### src/rtl/clkgen_pkg.sv
// Shared types and constants for the clock/reset generator.
// Holds the channel state encoding and the reset-stretcher sizing helpers.
package clkgen_pkg;

    typedef enum logic [1:0] {
        IDLE  = 2'd0,
        DELAY = 2'd1,
        HIGH  = 2'd2,
        LOW   = 2'd3
    } chan_state_t;

    localparam int SYNC_DEPTH = 2;

    // A zero hold still needs a one-bit counter so the port widths stay legal.
    function automatic int hold_cnt_width(input int hold);
        return (hold < 1) ? 1 : $clog2(hold + 1);
    endfunction

endpackage

### src/rtl/clock_phase_chan.sv
// One generated clock channel: state machine, half-period counter, and the
// shadow/active configuration pair with its pending flag.
module clock_phase_chan
    import clkgen_pkg::*;
#(
    parameter int DIV_W = 4
) (
    input  logic             clock,
    input  logic             reset,
    input  logic             start,
    input  logic             run,
    input  logic             cfg_load,
    input  logic [DIV_W-1:0] div,
    input  logic [DIV_W-1:0] phase,
    input  logic             invert,
    output logic             clk_out,
    output logic             rise_pulse,
    output logic             busy,
    output logic             pend
);

    chan_state_t      state_q, state_d;
    logic [DIV_W-1:0] cnt_q, cnt_d;
    logic [DIV_W-1:0] sh_div_q, sh_phase_q;
    logic             sh_inv_q;
    logic [DIV_W-1:0] act_div_q, act_div_d;
    logic [DIV_W-1:0] act_phase_q, act_phase_d;
    logic             act_inv_q, act_inv_d;
    logic             pend_q, pend_d;
    logic             adopt_in, adopt_sh;

    always_comb begin
        state_d  = state_q;
        cnt_d    = cnt_q;
        adopt_in = 1'b0;
        adopt_sh = 1'b0;
        case (state_q)
            IDLE: begin
                // A load coinciding with start must not alter the run being started.
                if (start) begin
                    state_d  = DELAY;
                    cnt_d    = pend_q ? sh_phase_q : act_phase_q;
                    adopt_sh = pend_q;
                end else if (cfg_load) begin
                    adopt_in = 1'b1;
                end else if (pend_q) begin
                    adopt_sh = 1'b1;
                end
            end
            DELAY: begin
                if (!run) begin
                    state_d = IDLE;
                    cnt_d   = '0;
                end else if (cnt_q == '0) begin
                    state_d = HIGH;
                end else begin
                    cnt_d = cnt_q - 1'b1;
                end
            end
            HIGH: begin
                if (cnt_q == act_div_q) begin
                    state_d = run ? LOW : IDLE;
                    cnt_d   = '0;
                end else begin
                    cnt_d = cnt_q + 1'b1;
                end
            end
            LOW: begin
                if (!run) begin
                    state_d = IDLE;
                    cnt_d   = '0;
                end else if (cnt_q == act_div_q) begin
                    state_d  = HIGH;
                    cnt_d    = '0;
                    adopt_sh = pend_q;
                end else begin
                    cnt_d = cnt_q + 1'b1;
                end
            end
            default: begin
                state_d = IDLE;
                cnt_d   = '0;
            end
        endcase

        act_div_d   = act_div_q;
        act_phase_d = act_phase_q;
        act_inv_d   = act_inv_q;
        if (adopt_in) begin
            act_div_d   = div;
            act_phase_d = phase;
            act_inv_d   = invert;
        end else if (adopt_sh) begin
            act_div_d   = sh_div_q;
            act_phase_d = sh_phase_q;
            act_inv_d   = sh_inv_q;
        end

        pend_d = cfg_load ? !adopt_in : (pend_q && !adopt_sh);
    end

    always_ff @(posedge clock or negedge reset) begin
        if (!reset) begin
            state_q     <= IDLE;
            cnt_q       <= '0;
            sh_div_q    <= '0;
            sh_phase_q  <= '0;
            sh_inv_q    <= 1'b0;
            act_div_q   <= '0;
            act_phase_q <= '0;
            act_inv_q   <= 1'b0;
            pend_q      <= 1'b0;
            clk_out     <= 1'b0;
            rise_pulse  <= 1'b0;
        end else begin
            state_q     <= state_d;
            cnt_q       <= cnt_d;
            act_div_q   <= act_div_d;
            act_phase_q <= act_phase_d;
            act_inv_q   <= act_inv_d;
            pend_q      <= pend_d;
            if (cfg_load) begin
                sh_div_q   <= div;
                sh_phase_q <= phase;
                sh_inv_q   <= invert;
            end
            // Outputs come from the next state so they toggle on the same edge as the FSM.
            clk_out    <= (state_d == HIGH) ^ act_inv_d;
            rise_pulse <= (state_d == HIGH) && (state_q != HIGH);
        end
    end

    assign busy = (state_q != IDLE);
    assign pend = pend_q;

endmodule

### src/rtl/clock_phase_gen.sv
// Programmable multi-channel clock generator with a synchronised, stretched
// system reset; channels start together only from a fully idle state.
module clock_phase_gen
    import clkgen_pkg::*;
#(
    parameter int NUM_CH   = 4,
    parameter int DIV_W    = 4,
    parameter int RST_HOLD = 8
) (
    input  logic                    clock,
    input  logic                    reset,
    input  logic                    run,
    input  logic                    cfg_load,
    input  logic [NUM_CH*DIV_W-1:0] div,
    input  logic [NUM_CH*DIV_W-1:0] phase,
    input  logic [NUM_CH-1:0]       invert,
    output logic [NUM_CH-1:0]       clk_out,
    output logic [NUM_CH-1:0]       rise_pulse,
    output logic                    busy,
    output logic                    cfg_pend,
    output logic                    sys_rst_n
);

    localparam int HOLD_W = hold_cnt_width(RST_HOLD);
    localparam logic [HOLD_W-1:0] HOLD_MAX = HOLD_W'(RST_HOLD);

    logic [SYNC_DEPTH-1:0] sync_q;
    logic [HOLD_W-1:0]     hold_q, hold_d;
    logic                  sys_rst_d;
    logic [NUM_CH-1:0]     busy_vec, pend_vec;
    logic                  start;

    always_comb begin
        hold_d = hold_q;
        if (sync_q[SYNC_DEPTH-1] && (hold_q != HOLD_MAX))
            hold_d = hold_q + HOLD_W'(1);
        // Registering from the next count keeps the reset output glitch-free.
        if (RST_HOLD == 0)
            sys_rst_d = sync_q[SYNC_DEPTH-2];
        else
            sys_rst_d = sync_q[SYNC_DEPTH-1] && (hold_d == HOLD_MAX);
    end

    always_ff @(posedge clock or negedge reset) begin
        if (!reset) begin
            sync_q    <= '0;
            hold_q    <= '0;
            sys_rst_n <= 1'b0;
        end else begin
            sync_q    <= {sync_q[SYNC_DEPTH-2:0], 1'b1};
            hold_q    <= hold_d;
            sys_rst_n <= sys_rst_d;
        end
    end

    assign start    = run && sys_rst_n && !busy;
    assign busy     = |busy_vec;
    assign cfg_pend = |pend_vec;

    for (genvar i = 0; i < NUM_CH; i++) begin : g_chan
        clock_phase_chan #(
            .DIV_W(DIV_W)
        ) u_chan (
            .clock     (clock),
            .reset     (reset),
            .start     (start),
            .run       (run),
            .cfg_load  (cfg_load),
            .div       (div[i*DIV_W +: DIV_W]),
            .phase     (phase[i*DIV_W +: DIV_W]),
            .invert    (invert[i]),
            .clk_out   (clk_out[i]),
            .rise_pulse(rise_pulse[i]),
            .busy      (busy_vec[i]),
            .pend      (pend_vec[i])
        );
    end

endmodule

### config.mk
export PLATFORM = sky130hd
export DESIGN_NAME = clock_phase_gen
export DESIGN_NICKNAME = d
export VERILOG_FILES = /design/src/rtl/clkgen_pkg.sv /design/src/rtl/clock_phase_chan.sv /design/src/rtl/clock_phase_gen.sv
export SDC_FILE = /design/constraint.sdc
export NUM_CORES = 1
export LEC_CHECK = 0
export CAP_MARGIN = 20
export CORE_MARGIN = 2
export CORE_UTILIZATION = 30
export CTS_CLUSTER_SIZE = 12
export DETAILED_ROUTE_END_ITERATION = 16
export GPL_TIMING_DRIVEN = 0
export PLACE_DENSITY_LB_ADDON = 0.12
export SLEW_MARGIN = 10
export SYNTH_ARGS = -nofsm -noshare
export SYNTH_HDL_FRONTEND = slang
export SYNTH_SLANG_ARGS = --single-unit
export TNS_END_PERCENT = 10
### constraint.sdc
create_clock -name clock -period 2 [get_ports clock]
set_input_delay 0.4 -clock clock [delete_from_list [all_inputs] [get_ports clock]]
set_output_delay 0.4 -clock clock [all_outputs]
set_load 0.01 [all_outputs]
Yosys cells after proc, flatten, opt, wreduce, memory -nomap -nowiden
Index checks and enable logic that the tools add are counted.
Widths: inputs -> output; s select.
Operators by class
  $add $sub $neg: 9
  $mul: 0
  divide/modulo/power cells: 0
  magnitude comparators: 0
  equality and inequality tests: 34
  shifts and indexed selects: 0
  mux-type cells: 116
  bitwise gates (word level): 4
  reduce and logical (&&, ||, !) cells: 43
Operator list (number)
  $mux 4: 41
  $pmux 4 s4: 4
  $mux 2: 25
  $mux 1: 38
  $pmux 2 s4: 4
  $eq 2x2->1 const B: 12
  $add 4x1->4 const B: 5
  $eq 4x4->1: 4
  $logic_not 4->1: 4
  $reduce_bool 2->1: 8
  $sub 4x1->4 const B: 4
  $ne 2x2->1 const B: 7
  $logic_and 1x1->1: 12
  $ne 3x3->1 const B: 4
  $logic_not 1->1: 9
  $eq 2x1->1 const B: 4
  $logic_not 2->1: 4
  $pmux 1 s2: 4
  $reduce_and 2->1: 4
  $reduce_or 4->1: 2
  $eq 4x4->1 const B: 1
  $ne 4x4->1 const B: 1
  $xor 1x1->1: 4
  $ne 2x1->1 const B: 1
Word-level totals
  register bits after elaboration: 115
  bits in latches: 0
  memory bits (writable): 0
  ROM bits: 0
  bits of input ports: 40
  output and inout port bits: 11
  word-level logic and storage cells: 253
  memories: 0

Logic depth before layout (Yosys ltp)
Gate-level depths: netlist of the first run.
  word-level depth: 9
  mapped depth: 9

Cells and area by module
A second synthesis of the first run with hierarchy kept.
Unflattened totals
  cell total of the unflattened synthesis: 688
  area, all modules: 7163.1 µm²
Modules (own cells, without submodules)
  clock_phase_chan at g_chan[0].u_chan ...: times used 3, cells an instance 169, area each 1741.7 µm², seq. area each 675.6 µm²
  clock_phase_chan at g_chan[3].u_chan: times used 1, cells an instance 152, area each 1587.8 µm², seq. area each 675.6 µm²
  clock_phase_gen: times used 1, cells an instance 29, area each 350.3 µm², seq. area each 175.2 µm²

Worst setup path before layout of the first run
No wires, ideal clock.
  kind: reg-to-reg
  start point: reg g_chan[0].u_chan.state_q[0]
  end point: reg g_chan[0].u_chan.act_div_q[0]
  setup time: 137 ps
  arrival time: 1926 ps
  slack: -63 ps
  cell stages (with the launch flop): 9
  path buffers: 0
  path through: dfrtp_1 -> inv_1 -> ha_1 -> and4_4 -> and3_2 -> o21ai_2 -> a21oi_4 -> mux2i_1 -> a21oi_1
On the way
  word-level cells in the longest chain between the ends: 7
RTL lines
  from (decl): RTL line clock_phase_chan.sv:22  | chan_state_t state_q, state_d;
  from (signal assigned): RTL line clock_phase_chan.sv:116  | state_q <= state_d;
  $reduce_bool 2->1: RTL line clock_phase_chan.sv:133  | assign busy = (state_q != IDLE);
  $reduce_or 4->1: RTL line clock_phase_gen.sv:57  | assign busy = |busy_vec;
  $logic_not 1->1: RTL line clock_phase_gen.sv:56  | assign start = run && sys_rst_n && !busy;
  $logic_and 1x1->1: RTL line clock_phase_gen.sv:56
  $mux 1: RTL line clock_phase_chan.sv:40  | if (start) begin
  $pmux 1 s2 / $mux 1 (equally long branches): RTL line clock_phase_chan.sv:37  | case (state_q)
  $reduce_bool 2->1 (no line) / $mux 4 (equally long branches)
  to (signal assigned): RTL line clock_phase_chan.sv:118  | act_div_q <= act_div_d;
  to (decl): RTL line clock_phase_chan.sv:26  | logic [DIV_W-1:0] act_div_q, act_div_d;
Several ways; a longest one is shown, not always the timed one.
A chain may end at the register's enable or synchronous reset.

Final worst setup path of the first run
  start point: reg g_chan[3].u_chan.state_q[1]
  end point: reg g_chan[0].u_chan.cnt_q[2]
On the way
  word-level cells in the longest chain between the ends: 6
RTL lines
  from (decl): RTL line clock_phase_chan.sv:22
  from (signal assigned): RTL line clock_phase_chan.sv:116
  $reduce_bool 2->1: RTL line clock_phase_chan.sv:133
  $reduce_or 4->1: RTL line clock_phase_gen.sv:57
  $logic_not 1->1: RTL line clock_phase_gen.sv:56
  $logic_and 1x1->1: RTL line clock_phase_gen.sv:56
  $ne 2x1->1 (no line)
  $reduce_and 2->1 (no line)
  to (signal assigned): RTL line clock_phase_chan.sv:117  | cnt_q <= cnt_d;
  to (decl): RTL line clock_phase_chan.sv:23  | logic [DIV_W-1:0] cnt_q, cnt_d;
No other way between the ends.

==> results of run 1 <==
## cell usage after synthesis (4+ instances only)
library cell  count  area, µm²
buf_6             5      56.30
o21ai_0          46      230.2
xor2_1            4      35.03
a21o_1            4      30.03
nand2_1          57      214.0
o21a_1            4      30.03
nand3b_1          4      30.03
nand2b_1          7      43.79
mux2_2           42      473.0
nor3_1            6      30.03
dfrtp_1         115       2878
a22o_1            5      43.79
ha_1             30      375.4
xnor2_1          20      175.2
nor2_1           32      120.1
buf_2            10      50.05
nand3_1          10      50.05
buf_1             4      15.01
mux2i_1          45      450.4
a211oi_1         22      165.2
buf_4             8      60.06
clkbuf_1         14      52.55
a21oi_1          39      195.2
inv_1            32      120.1
o31ai_1           5      37.54
a221o_1           4      40.04
and2_1            7      43.79
## worst paths after layout
path                       depth (start not counted)                               endpoint  slack (ns)                             startpoint
max                                                7  g_chan[0].u_chan.cnt_q[2]$_DFFE_PN0P_       -0.05  g_chan[3].u_chan.state_q[1]$_DFF_PN0_
min                                                0                    sync_q[1]$_DFF_PN0_        0.36                    sync_q[0]$_DFF_PN0_
max reg2reg                                        7  g_chan[0].u_chan.cnt_q[2]$_DFFE_PN0P_       -0.05  g_chan[3].u_chan.state_q[1]$_DFF_PN0_
min reg2reg                                        0                    sync_q[1]$_DFF_PN0_        0.36                    sync_q[0]$_DFF_PN0_
max in group asynchronous                          3  g_chan[3].u_chan.cnt_q[1]$_DFFE_PN0P_        0.76                                  reset
min in group asynchronous                          2  g_chan[3].u_chan.cnt_q[2]$_DFFE_PN0P_        0.50                                  reset
## what timing repair did
item / 4_1_cts / 5_1_grt
gates resized for setup: 55 / 66
gates cloned: 0 / 1
setup endpoints to repair: 68 / 64
hold endpoints to repair: 54 / 0
pin swaps: 7 / 22
hold buffers: 1 / 0
buffers inserted: 23 / 10
## through the flow
stage	instance area, µm²	utilization	worst slack, ns	hold WS (ns)
finish	8763	0.4016	-0.05151	0.3622
global route	8763	0.4016	-0.1298	0.3957
CTS	8426	0.3861	-0.05406	0.3733
detailed placement	7553	0.3461	-0.5540	0.3603
global placement	7525	0.3448	-4.285	0.3452
floorplan	6694	-	-0.01648	0.1044
## logic make-up (layout without fill, tap and decap cells)
family	count (synthesis)	in the layout	synth area share
AOI/OAI and AO/OA	168	168	0.1753
xor gates and xnor gates	26	26	0.03634
adders and majority gates	30	30	0.05619
buffers and inverters	74	183	0.05375
DFF	115	115	0.4308
muxes	87	87	0.1382
other	1	1	0.0005614
and+or+nand+nor	148	148	0.1088
## layer usage
layer	share of wire	global-route usage	vias up
met5	0	0	-
met4	0.016	0.04938	0
met3	0.036	0.03176	24
met2	0.48	0.2502	102
met1	0.47	0.2039	2591
li1	-	-	2519
## cell type report
cell class / count / area, µm²
Clock buffer: 19 / 452.9
Inverter: 32 / 120.1
Buffer: 36 / 237.7
Fill cell: 2130 / 13060
Timing Repair Buffer: 84 / 793.3
Multi-Input combinational cell: 460 / 3786
Sequential cell: 115 / 2890
Clock inverter: 12 / 132.6
Tap cell: 280 / 350.3
## report_power, final
group          switching [µW]  leakage [µW]  internal [µW]  total [µW]
clock network            1120      0.000281           1890        3010
registers                 661       0.00137           3140        3800
logic                    3340       0.00193           3050        6390
total                    5120       0.00358           8080       13200
## registers in the layout, indices dropped and copies added, names as in the netlist, 8 cells and up
name	flops
g_chan.u_chan.act_div_q	16
g_chan.u_chan.act_phase_q	16
g_chan.u_chan.cnt_q	16
g_chan.u_chan.sh_div_q	16
g_chan.u_chan.sh_phase_q	16
g_chan.u_chan.state_q	8
==> Flow_metrics.wiki, run 1 <==
{| class="wikitable"
! Metric !! Value
|-
| Run status || complete, but fails checks
|-
| Violations in the final reports || negative setup slack
|-
| Type of destination of the critical path || flip-flop
|-
| Non-filler instance count after layout || 1,038
|-
| Post-synthesis instance area || 6680 µm²
|-
| Number of port buffers || 48
|-
| Crit-path cells || inv_2, ha_4, and4_4, nand3_2, a22o_2, a221o_1, o21ai_0
|-
| Post-synth EDFFs || 0
|-
| Pwr/cell area || 1506 nW/µm²
|-
| Die height || 153.2 µm
|-
| Total wirelength of the detailed-routed design || 17.43 mm
|-
| Root buffer selected by CTS || clkbuf_16
|-
| Synthesized net count || 719
|-
| Endpoints failing hold || 0
|-
| Clk Latency, worst-skew pair || 0.42 ns
|-
| Signal arrival time at the worst endpoint || 2.39 ns
|-
| Global routing usage summed across all routing layers || 0.1533
|-
| Leftover overflow at the end of global routing || 0
|-
| Buf+Inv Stages, Crit Path || 1
|-
| First-pass GRT wire length || 28.61 mm
|-
| Category of the critical setup timing path || flip-flop to flip-flop
|-
| Kind of cell with the highest combined delay on the critical path || compound AO/OA/AOI/OAI gates
|-
| Largest fanout on the critical path || 8
|-
| Highest-count cells in the layout ignoring fill and taps || dfrtp_1, nand2_1, mux2i_1, clkdlybuf4s50_1, mux2_2
|-
| Pre-antenna DRT Iters || 5
|-
| Class of the worst hold path || flip-flop to flip-flop
|-
| RSZ-0062 raised after global routing || true
|-
| Leading cell type in the layout, fill and taps excluded || dfrtp_1
|-
| Final count of negative-setup-slack endpoints || 7
|-
| Largest stage delay on the critical path || 0.42 ns
|-
| Synth Flop Type || dfrtp_1
|-
| Share of post-route cells with drive strength above 1 || 0.2968
|-
| DR vias/cell || 5.044
|-
| Die area || 23,480 µm²
|-
| Final period util || 1.026
|-
| Worst slew margin || 0.3638
|-
| Post-synthesis register bit count || 115
|-
| Starting density of the core || 0.3061
|-
| Placed cell count || 978
|-
| CP Data Required Time || 2.34 ns
|-
| Pin count of the biggest net entering global routing || 62
|-
| Worst-margin pin slew || 0.9543 ns
|-
| Top-level port count || 51
|-
| Violation count after the first detailed-routing iteration || 285
|-
| Remaining number of nets flagged by the antenna check after routing || 0
|-
| Number of nets in the layout || 816
|-
| Max Clk Rate || 0.4874 GHz
|-
| Final weighted congestion of routability-driven global placement || 0.8323
|-
| Proportion of synthesized flip-flops having asynchronous set or reset || 1.000
|-
| Max_cap viols || 0
|-
| Sum of negative setup slack || -0.2000 ns
|-
| DRC violation count after routing || 0
|-
| Overall power consumption || 13,200 µW
|-
| Post-synthesis sequential area ratio || 0.4308
|-
| Final Max Tran Viols || 0
|-
| Mean routed wirelength per cell || 16.79 µm
|-
| Inserted Diodes || 0
|-
| Worst clock skew || 0.008859 ns
|-
| Mean instance size in the synthesized netlist || 10.29 µm²
|-
| Number of global-route vias before repair || 5,422
|-
| Half-perimeter wire length of the detailed placement result || 11.71 mm
|-
| Clk slew on worst S/H paths || 0.06 ns
|-
| Peak supply drop || 0.0004924 V
|-
| Antenna violations before repair || 0
|-
| Core footprint || 21,820 µm²
|-
| Startpoint type of the worst setup path || flip-flop
|-
| DR vias || 5,236
|-
| Area growth from synthesis to layout || 31.19%
|-
| CTS HTree Levels || 4
|-
| # clock sinks || 115
|-
| Clock buffer count from CTS || 17
|-
| Final critical-path setup slack || -0.05151 ns
|-
| Synth unique cells || 67
|-
| CTS tree || yes
|-
| Leakage power || 0.003585 µW
|-
| Synth Warn # || 0
|-
| Slowest stage cell, crit path || a22o_2
|-
| Gate count of the mapped netlist || 649
|-
| Die Span X || 153.2 µm
|-
| Number of buffers on the longest clock path || 2
|-
| Shortest clock period the worst path allows after layout || 2.052 ns
|-
| Core Rows || 54
|}
Power figures use the tool's default switching activity.
==> run 2: changes to the inputs <==
--- a/config.mk
+++ b/config.mk
@@ -8,5 +8,5 @@
 export CAP_MARGIN = 20
 export CORE_MARGIN = 2
-export CORE_UTILIZATION = 30
+export CORE_UTILIZATION = 53
 export CTS_CLUSTER_SIZE = 12
 export DETAILED_ROUTE_END_ITERATION = 16
==> constraint.sdc (replaced) <==
create_clock -name clock -period 2 [get_ports clock]
set_input_delay 0.4 -clock clock [delete_from_list [all_inputs] [get_ports clock]]
set_output_delay 0.4 -clock clock [all_outputs]
set_load 0.02 [all_outputs]
==> Flow_metrics.wiki, run 2 (synthesis gave the netlist of run 1 again) <==
{| class="wikitable"
! Metric !! Value
|-
| Mean routed wirelength per cell || 17.39 µm (+3.6%)
|-
| Remaining number of nets flagged by the antenna check after routing || 0 (unchanged)
|-
| Max Clk Rate || 0.4828 GHz (-0.94%)
|-
| Startpoint type of the worst setup path || flip-flop
|-
| Slowest stage cell, crit path || dfrtp_2
|-
| DR vias || 5,334 (+1.9%)
|-
| Met2 wire length || 8.042 mm (-3.6%)
|-
| Top-level port count || 51 (unchanged)
|-
| Half-perimeter wire length of the detailed placement result || 10.47 mm (-11%)
|-
| Violations in the final reports || negative setup slack
|-
| Signal arrival time at the worst endpoint || 2.38 ns (about the same)
|-
| DR vias/cell || 5.785 (+15%)
|-
| Worst clock skew || 0.007005 ns (-0.001853 ns)
|-
| Clk Latency, worst-skew pair || 0.42 ns (about the same)
|-
| Final count of negative-setup-slack endpoints || 9 (+2)
|-
| Depth of the worst register-to-register path || 8 (+1)
|-
| Flop-to-flop setup slack || -0.07 ns (-0.02 ns)
|-
| Layout fillers || 955 (-55%)
|-
| Detailed-routed wire length on met3 || 814 µm (+31%)
|-
| Die height || 116.3 µm (-24%)
|-
| Core Rows || 41 (-24%)
|-
| Pin count of the biggest net entering global routing || 91 (+47%)
|-
| Share of post-route cells with drive strength above 1 || 0.2787 (-0.01817)
|-
| Kind of cell with the highest combined delay on the critical path || compound AO/OA/AOI/OAI gates
|-
| Startpoint of the worst hold path || sync_q[0]$_DFF_PN0_
|-
| Final period util || 1.036 (+0.009783)
|-
| Type of destination of the critical path || flip-flop
|-
| Highest-count cells in the layout ignoring fill and taps || dfrtp_1, nand2_1, clkdlybuf4s50_1, mux2i_1, mux2_2
|-
| Total wirelength of the detailed-routed design || 16.03 mm (-8.0%)
|-
| CTS tree || yes
|-
| Area growth from synthesis to layout || 26.82%
|-
| Startpoint of the worst-slack reg-to-reg timing path || g_chan[3].u_chan.cnt_q[0]$_DFFE_PN0P_
|-
| End point of the worst hold path || sync_q[1]$_DFF_PN0_
|-
| Shortest clock period the worst path allows after layout || 2.071 ns (+0.01957 ns)
|-
| Total routed wire length on the met1 layer || 6.798 mm (-17%)
|-
| Die area || 13,520 µm² (-42%)
|-
| Sum of negative setup slack || -0.1682 ns (+0.03182 ns)
|-
| Final design utilization || 0.6796 (+0.2781)
|-
| Final Max Tran Viols || 0 (unchanged)
|-
| Core footprint || 12,470 µm² (-43%)
|-
| Die Span X || 116.3 µm (-24%)
|-
| Crit-path cells || inv_1, ha_2, or3b_4, a31o_2, a31oi_4, a21oi_1, o22a_1, xnor2_1
|-
| # clock sinks || 115 (unchanged)
|-
| Max Used Layer || met4
|-
| Number of buffers on the longest clock path || 2 (unchanged)
|-
| Largest stage delay on the critical path || 0.42 ns (about the same)
|-
| DRC violation count after routing || 0 (unchanged)
|-
| Antenna violations before repair || 0 (unchanged)
|-
| First-pass GRT wire length || 25.57 mm (-11%)
|-
| Cells on Worst Hold Path || 0 (unchanged)
|-
| Global routing usage summed across all routing layers || 0.2446 (+0.09129)
|-
| Clock buffer count from CTS || 17 (unchanged)
|-
| Leftover overflow at the end of global routing || 0 (unchanged)
|-
| Root buffer selected by CTS || clkbuf_16
|-
| RSZ-0062 raised after global routing || true
|-
| Starting density of the core || 0.5359 (+0.2298)
|-
| Peak supply drop || 0.001226 V (+150%)
|-
| Run status || complete, but fails checks
|-
| Area of the multi-input gates || 3721 µm² (-1.7%)
|-
| Number of nets in the layout || 807 (-1.1%)
|-
| Category of the critical setup timing path || flip-flop to flip-flop
|-
| Leading cell type in the layout, fill and taps excluded || dfrtp_1
|-
| Sequential cell area in the final layout || 2893 µm² (about the same)
|-
| Leakage power || 0.003550 µW (-0.98%)
|-
| Max_cap viols || 0 (unchanged)
|-
| Final weighted congestion of routability-driven global placement || 0.8864 (+6.5%)
|-
| CTS HTree Levels || 4 (unchanged)
|-
| Class of the worst hold path || flip-flop to flip-flop
|-
| Violation count after the first detailed-routing iteration || 383 (+34%)
|-
| Final critical-path setup slack || -0.07108 ns (-0.01957 ns)
|-
| Number of port buffers || 48 (unchanged)
|-
| Worst-margin pin slew || 0.8596 ns (-0.09466 ns)
|-
| Worst slew margin || 0.4269 (+0.06311)
|-
| Buf+Inv Stages, Crit Path || 1 (unchanged)
|-
| CP Data Required Time || 2.30 ns (-0.04 ns)
|-
| Post-Place Worst Slack || -0.5586 ns (-0.004570 ns)
|-
| Pwr/cell area || 1520 nW/µm² (+0.89%)
|-
| Inserted Diodes || 0 (unchanged)
|-
| Endpoints failing hold || 0 (unchanged)
|-
| Reg2Reg Capture Point || g_chan[3].u_chan.clk_out$_DFF_PN0_
|-
| Largest fanout on the critical path || 3 (-5)
|-
| Number of global-route vias before repair || 5,233 (-3.5%)
|-
| Clk slew on worst S/H paths || 0.05 ns (about the same)
|-
| Pre-antenna DRT Iters || 5 (unchanged)
|}
-- run 2: power by group --
group	leakage, µW	switching [µW]	internal, µW
combinational	0.00190	3290	2890
sequential	0.00137	666	3150
clock	0.000278	1020	1860
total	0.00355	4980	7900
-- run 2: timing repair --
| action | CTS | global route |
|---|---|---|
| endpoints found under the hold margin | 25 | 0 |
| resized for setup | 52 | 56 |
| buffers inserted | 17 | 8 |
| cloned | 0 | 1 |
| endpoints found under the setup margin | 67 | 61 |
| pin swaps | 6 | 9 |
| hold buffers | 1 | 0 |
-- run 2: metrics by stage --
step / area (µm²) / hold slack [ns] / cells / power [µW]
after floorplan: 6694 / 0.1044 / 649 / 7680
after global placement: 7390 / 0.3375 / 869 / 8806
after detailed placement: 7418 / 0.2800 / 870 / 9056
after CTS: 8225 / 0.3517 / 914 / 12380
after global routing: 8472 / 0.3524 / 922 / 13710
final: 8472 / 0.3486 / 922 / 12880
-- run 2: final cells by class --
cell class | instances | area share
Buffer | 35 | 0.02777
Clock buffer | 28 | 0.06100
Clock inverter | 4 | 0.005317
Inverter | 32 | 0.01418
Multi-Input combinational cell | 461 | 0.4392
Sequential cell | 115 | 0.3415
Tap cell | 172 | 0.02540
Timing Repair Buffer | 75 | 0.08566
-- run 2: worst max path at each step --
stage                                               start                                           to  cells past startpoint
finish              g_chan[3].u_chan.cnt_q[0]$_DFFE_PN0P_           g_chan[3].u_chan.clk_out$_DFF_PN0_                      8
global route        g_chan[3].u_chan.cnt_q[1]$_DFFE_PN0P_           g_chan[3].u_chan.clk_out$_DFF_PN0_                      8
CTS                 g_chan[3].u_chan.cnt_q[0]$_DFFE_PN0P_           g_chan[3].u_chan.clk_out$_DFF_PN0_                      8
detailed placement  g_chan[3].u_chan.state_q[0]$_DFF_PN0_    g_chan[2].u_chan.act_div_q[3]$_DFFE_PN0P_                      9
global placement                                    reset   g_chan[1].u_chan.sh_phase_q[2]$_DFFE_PN0P_                      1
floorplan           g_chan[3].u_chan.state_q[0]$_DFF_PN0_  g_chan[2].u_chan.act_phase_q[2]$_DFFE_PN0P_                      8
-- run 2: per-layer routing --
| layer | vias to the layer above | GRT usage |
|---|---|---|
| met5 | - | 0 |
| met4 | 0 | 0.1008 |
| met3 | 42 | 0.06383 |
| met2 | 159 | 0.4070 |
| met1 | 2631 | 0.3040 |
| li1 | 2502 | - |
